--- config.mk ---
export PLATFORM = sky130hd
export DESIGN_NAME = fp_addsub_arbiter
export DESIGN_NICKNAME = d
export VERILOG_FILES = /design/src/rtl/fp_addsub_arbiter.sv
export SDC_FILE = /design/constraint.sdc
export NUM_CORES = 1
export LEC_CHECK = 0
export ABC_AREA = 1
export CORE_AREA = 3 3 181 183
export CTS_CLUSTER_DIAMETER = 80
export CTS_CLUSTER_SIZE = 24
export DETAILED_ROUTE_END_ITERATION = 6
export DIE_AREA = 0 0 184 186
export SYNTH_ARGS = -nofsm -noshare
export SYNTH_HDL_FRONTEND = slang
export SYNTH_SLANG_ARGS = --single-unit
--- constraint.sdc ---
create_clock -name clock -period 1.4 [get_ports clock]
set_input_delay 0.21 -clock clock [delete_from_list [all_inputs] [get_ports clock]]
set_output_delay 0.21 -clock clock [all_outputs]
set_load 0.02 [all_outputs]
--- src/rtl/fp_addsub_arbiter.sv ---
// Two-requester arbiter in front of a shared fixed-latency complex add/sub unit.
// Define FPARB_ROUND_ROBIN_EN for round-robin conflict resolution; otherwise requester 0 has priority.
module fp_addsub_arbiter #(
    parameter int LAT = 1,
    parameter int W   = 48
) (
    input  logic         clock,
    input  logic         reset,
    input  logic         req0,
    input  logic         req1,
    input  logic         lock0,
    input  logic         lock1,
    input  logic [W-1:0] a0,
    input  logic [W-1:0] b0,
    input  logic [W-1:0] a1,
    input  logic [W-1:0] b1,
    input  logic         mode0,
    input  logic         mode1,
    output logic         gnt0,
    output logic         gnt1,
    output logic [W-1:0] fp_in1,
    output logic [W-1:0] fp_in2,
    output logic         fp_mode,
    input  logic [W-1:0] fp_out,
    output logic [W-1:0] res0,
    output logic [W-1:0] res1,
    output logic         vld0,
    output logic         vld1,
    output logic [15:0]  conflict_cnt
);

    typedef enum logic [1:0] {FREE, OWN0, OWN1} lockState_t;

    lockState_t     lockState, lockStateNext;
    logic           grant0, grant1;
    logic [LAT-1:0] tagVld_p;
    logic [LAT-1:0] tagId_p;
    logic [15:0]    conflictCnt;
`ifdef FPARB_ROUND_ROBIN_EN
    logic           lastGnt;
`endif

    function automatic logic [15:0] satInc(input logic [15:0] v);
        return (v == 16'hFFFF) ? v : v + 16'd1;
    endfunction

    always_comb begin
        lockStateNext = FREE;
        grant0        = 1'b0;
        grant1        = 1'b0;
        if (lockState == OWN0 && req0 && lock0) begin
            grant0 = 1'b1;
        end else if (lockState == OWN1 && req1 && lock1) begin
            grant1 = 1'b1;
        end else if (req0 && req1) begin
`ifdef FPARB_ROUND_ROBIN_EN
            if (lastGnt) grant0 = 1'b1;
            else         grant1 = 1'b1;
`else
            grant0 = 1'b1;
`endif
        end else begin
            grant0 = req0;
            grant1 = req1;
        end
        // Reset is synchronous, but grants must already be suppressed in the reset cycle.
        if (!reset) begin
            grant0 = 1'b0;
            grant1 = 1'b0;
        end
        if (grant0 && lock0)      lockStateNext = OWN0;
        else if (grant1 && lock1) lockStateNext = OWN1;
    end

    always_ff @(posedge clock) begin
        if (!reset) lockState <= FREE;
        else        lockState <= lockStateNext;
    end

`ifdef FPARB_ROUND_ROBIN_EN
    always_ff @(posedge clock) begin
        if (!reset)                lastGnt <= 1'b1;
        else if (grant0 || grant1) lastGnt <= grant1;
    end
`endif

    // Stage p0..p(LAT-1): tag pipeline tracking the add/sub unit latency
    always_ff @(posedge clock) begin
        if (!reset) begin
            tagVld_p <= '0;
        end else begin
            tagVld_p[0] <= grant0 | grant1;
            for (int i = 1; i < LAT; i++) tagVld_p[i] <= tagVld_p[i-1];
        end
    end

    always_ff @(posedge clock) begin
        tagId_p[0] <= grant1;
        for (int i = 1; i < LAT; i++) tagId_p[i] <= tagId_p[i-1];
    end

    always_ff @(posedge clock) begin
        if (!reset)            conflictCnt <= '0;
        else if (req0 && req1) conflictCnt <= satInc(conflictCnt);
    end

    assign gnt0         = grant0;
    assign gnt1         = grant1;
    assign fp_in1       = grant0 ? a0 : (grant1 ? a1 : '0);
    assign fp_in2       = grant0 ? b0 : (grant1 ? b1 : '0);
    assign fp_mode      = grant0 ? mode0 : (grant1 ? mode1 : 1'b1);
    assign vld0         = reset & tagVld_p[LAT-1] & ~tagId_p[LAT-1];
    assign vld1         = reset & tagVld_p[LAT-1] &  tagId_p[LAT-1];
    assign res0         = vld0 ? fp_out : '0;
    assign res1         = vld1 ? fp_out : '0;
    assign conflict_cnt = reset ? conflictCnt : 16'd0;

endmodule

Yosys cells after proc, flatten, opt, wreduce, memory -nomap -nowiden
Cells that the tools add are included.

operators by class
  add/subtract/negate cells = 1
  equal/unequal tests = 3
  mux-type cells = 19
  bitwise logic cells = 7
  reductions and logical operators = 9

operator list
  cell                                                                    number
  48-bit 2-to-1 mux                                                       6
  16-bit by 1-bit adder with 16-bit output (second input constant)        1
  16-bit equality test (second input constant)                            1
  16-bit 2-to-1 mux                                                       1
  1-bit 2-to-1 mux                                                        11
  1-bit logical AND                                                       7
  1-bit bitwise AND                                                       3
  1-bit inverter                                                          3
  2-bit by 1-bit equality test with 1-bit output (second input constant)  1
  2-bit equality test (second input constant)                             1
  2-bit 2-to-1 mux                                                        1
  2-bit AND reduction                                                     1
  2-bit OR reduction                                                      1
  1-bit OR                                                                1

word-level totals
  flip-flop bits (word level) = 20
  logic and storage cells = 44
  output and inout port bits = 213

Longest topological paths before layout
  word-level depth = 9
  gate-level depth with buffers = 10
  depth with buffers taken out = 9

Worst setup path before layout
Ideal clock, no wire load.

  kind = flip-flop to output port
  from = reg tagVld_p
  to = out res1[27]
  path buffers = 2
  arrival time = 1.395 ns
  slack = -0.205 ns
  stages on the path, launching flop included = 7
  data required time = 1.190 ns
  cells stage by stage = dfxtp_1 inv_1 nor3_2 inv_2 buf_6 buf_2 nor2_1

between the ends
  cells in the longest elaborated chain, start to end = 3

RTL lines
  what                            RTL line  source
  from (decl)                     36        logic [LAT-1:0] tagVld_p;
  1-bit bitwise AND (2 in a row)  113       assign vld1 = reset & tagVld_p[LAT-1] & tagId_p[LAT-1];
  via vld1                        28        output logic vld1,
  48-bit 2-to-1 mux               115       assign res1 = vld1 ? fp_out : '0;
  to (decl)                       26        output logic [W-1:0] res1,

The timed path passes the listed nets, and every way through them passes these cells.

Worst setup path after layout
  from = reg lockState[0]
  to = out fp_in1[30]

between the ends
  cells in the longest elaborated chain, start to end = 8
  elaborated cells on any way between the ends = 14
  those cells by class = 2 x eq/ne; 8 x mux; 4 x reduce/logical

RTL lines
  what                            RTL line  source
  from (decl)                     34        lockState_t lockState, lockStateNext;
  from (signal assigned)          77        else lockState <= lockStateNext;
  2-bit equality test             53        end else if (lockState == OWN1 && req1 && lock1) begin
  1-bit logical AND (2 in a row)  53
  1-bit 2-to-1 mux                53
  1-bit 2-to-1 mux                51        if (lockState == OWN0 && req0 && lock0) begin
  1-bit 2-to-1 mux                67        if (!reset) begin
  48-bit 2-to-1 mux               109       assign fp_in1 = grant0 ? a0 : (grant1 ? a1 : '0);
  48-bit 2-to-1 mux *             109
  to (decl)                       21        output logic [W-1:0] fp_in1,

Every way passes the cells marked *; elsewhere a longest branch is shown, timed or not.

==> reports/qor.yml <==
final_layout:
  area_delta_synth_final_pct: 278
  final_util_pct: 36.3
  nets: 1496
  diodes: 0
  fill_cells: 3158
  fin_area_um2: 11400
  drive_gt1_share_pct: 52.8
die:
  coreArea_um2: 31400
  num_rows: 65
  die_x_um: 184
  initial_core_util_pct: 9.62
  dieArea_um2: 34200
  io_pins: 461
  die_y_um: 186
synth:
  synthCells: 680
  synth_ff_type: "dfxtp_1"
  mappedNetlistArea_um2: 3020
  syn-num-nets: 929
  synth_area_per_cell_um2: 4.44
  synth_cell_types: 22
  async_flop_share_pct: 0
  ys_seq_area_share_pct: 13.3
  ys_ff_latch: 20
  synth-edff-count: 0
  ys_warn_count: 0
pwr:
  p_seq_share_pct: 14.0
  power.density_nw_per_um2: 368
  p_int_mw: 2.68
  clkPwrFrac_pct: 19.2
  p_sw_share_pct: 36.1
  pwr-share-comb_pct: 66.8
  p_leak_nw: 5.70
  p_sw_mw: 1.51
  irDropWorstVdd_mv: 0.544
clocking:
  path_clk_slew_ps: 60
  clk_latency_ps: 260
  tritoncts: "built"
  ctsHoldBuffers: 0
  clock-sinks: 20
  root_buffer: "clkbuf_16"
  htree_levels: 1
  clock_path_buffers: 2
  cts_inserted_buffers: 3
grt:
  track_usage_pct: 13.6
  grt_max_degree: 25
  antenna_found_initial: 0
  grt_pass1_vias: 6084
  grt_pass1_wl_mm: 35.5
  overflow: 0
setup_path:
  crit_start: "lockState[0]"
  path_depth: 12
  worstPathCellList: "nor2_2, nand3_2, nand2_4, buf_6, nand3_4, inv_8, buf_12, buf_8, clkbuf_16, nand2_2, nand2_2, buf_12"
  reg2reg_to: "lockState[0]"
  critPathLaunchType: "flip-flop"
  crit_slowest_cell: "dfxtp_2"
  arrival_ps: 1810
  crit_type: "reg -> out"
  path_buf_inv: 6
  cp-end-kind: "output pin"
  critPathRequiredTime_ps: 1190
  r2r_cells: 10
  reg2reg_from: "lockState[0]"
  crit_family: "buffers and inverters"
  crit_path_max_fanout: 6
  ff2ff_setup_slack_ps: -110
  endpoint: "fp_in1[30]"
  crit_path_max_incr_delay_ps: 330
place:
  port_buffers: 460
  place_congestion: 0.832
  place_area_um2: 8840
  dp_hpwl_mm: 19.7
run_status:
  violations: "negative setup slack"
  outcome: "finished with violations"
job:
  drv_cap: 0
sta:
  setup_slack_ps: -625
  hold_viol_final: 0
  fin_skew_ps: 7.80
  final-max-slew-violation-count: 0
  rsz0062_at_grt: "yes"
  setup_violations: 199
  max_freq_ghz: 0.494
  relSlewSlack_pct: 79.0
  period_needed_ps: 2020
  max_slew.worst_pin.slew_ps: 315
  finalCritPeriodShare_pct: 145
drt:
  wl_mm: 27.4
  routedWlPerCell_um: 16.6
  first_pass_iters: 5
  route.detailed.drc: 0
  vias: 6383
  drtIter0Drc: 203
  ant_nets: 0
  viasPerCell: 3.87
hold_path:
  hold_class: "in -> reg"
  holdPathStages: 4
## per-stage QoR
stage	worst slack [ps]	cells	power (mW)	setup TNS (ps)	hold WS, ps
after floorplan	-69.3	680	1.34	-2370	322
after global placement	-1130	1565	2.79	-198300	537
after detailed placement	-1110	1565	2.80	-199290	557
after CTS	-672	1624	3.97	-109410	523
after global routing	-707	1648	4.38	-110400	553
final	-625	1648	4.20	-95740	521
## sequential cells by signal, indices dropped and copies added (netlist names)
signal	flops
lockState	2
tagVld_p	1
tagId_p	1
conflictCnt	16
## cells in the final DEF (no fill, tap or decap), types with 2 or more instances in the layout
cell type and n:
inv_4 2, clkbuf_2 46, nand3_2 3, nand2_1 157, nor2_1 64, buf_4 42
buf_12 31, dfxtp_1 7, nor2_4 58, nand2_2 143, a21oi_1 4, dfxtp_2 13
nand3_1 11, nor3_4 2, buf_16 15, inv_2 3, o21ai_0 3, dlymetal6s2s_1 11
clkdlybuf4s50_1 243, buf_8 16, clkbuf_16 7, nand4_1 4, buf_6 182, nand2_4 58
nor2_2 29, inv_1 77, dlygate4sd2_1 4
## cell usage after synthesis (3+ instances only)
cell type,instances,share of area [%]
a21oi_1,5,0.83
buf_1,7,0.87
buf_2,15,2.5
buf_4,4,0.99
clkbuf_1,6,0.75
dfxtp_1,20,13
inv_1,81,10
inv_2,4,0.50
nand2_1,358,45
nand3_1,14,2.3
nand4_1,4,0.83
nor2_1,146,18
o21ai_0,3,0.50
## power by group through the flow
stage | logic [mW] | clock network, mW | registers, mW
floorplan | 0.738 | 0 | 0.599
global placement | 2.19 | 0 | 0.598
detailed placement | 2.20 | 0 | 0.598
CTS | 2.57 | 0.819 | 0.586
global route | 2.95 | 0.836 | 0.588
finish | 2.80 | 0.804 | 0.588
## how the worst min path moves through the flow
stage | startpoint | endpoint | slack, ps
after global routing | reset | conflictCnt[7] | 550
final | reset | conflictCnt[8] | 520
after CTS | lock1 | lockState[1] | 520
after floorplan | lock0 | lockState[0] | 320
after detailed placement | conflictCnt[7] | conflictCnt[7] | 560
after global placement | conflictCnt[7] | conflictCnt[7] | 540
## routing by layer
| layer | routed length [um] | track usage [%] |
|---|---|---|
| met1 | 10200 | 15.5 |
| met2 | 14700 | 25.9 |
| met3 | 2110 | 3.22 |
| met4 | 458 | 2.12 |
| met5 | 0 | 0 |
## logic make-up (layout without fill, tap and decap cells)
group / after synthesis / after routing / synth area share (%)
AND/OR/NAND/NOR: 530 / 531 / 68.1
flip-flops: 20 / 20 / 13.3
AO/OA/AOI/OAI: 10 / 10 / 1.78
buffers and inverters: 119 / 684 / 16.4
adder cells (fa/ha/maj): 1 / 1 / 0.414
## area by class of cell
class / count / area, um2 / share of cell area (%)
clock buffers: 3 / 75.1 / 0.658
clock inverters: 1 / 30.0 / 0.263
inverters: 85 / 349 / 3.06
multi-input cells: 542 / 3450 / 30.3
flip-flops and latches: 20 / 417 / 3.65
well taps: 402 / 503 / 4.41
repair buffers: 595 / 6580 / 57.7
## worst min-delay path: cells and delay by family
kind | cells | cell delay, ps
AND/OR/NAND/NOR | 2 | 100
buffers and inverters | 2 | 430
## timing repair
item | in CTS | in global routing
pin swaps | 23 | 83
cloned | 19 | 5
buffers inserted | 36 | 37
setup endpoints to repair | 226 | 229
gates resized for setup | 895 | 505
Note: power is estimated with default switching activity, not from simulation.
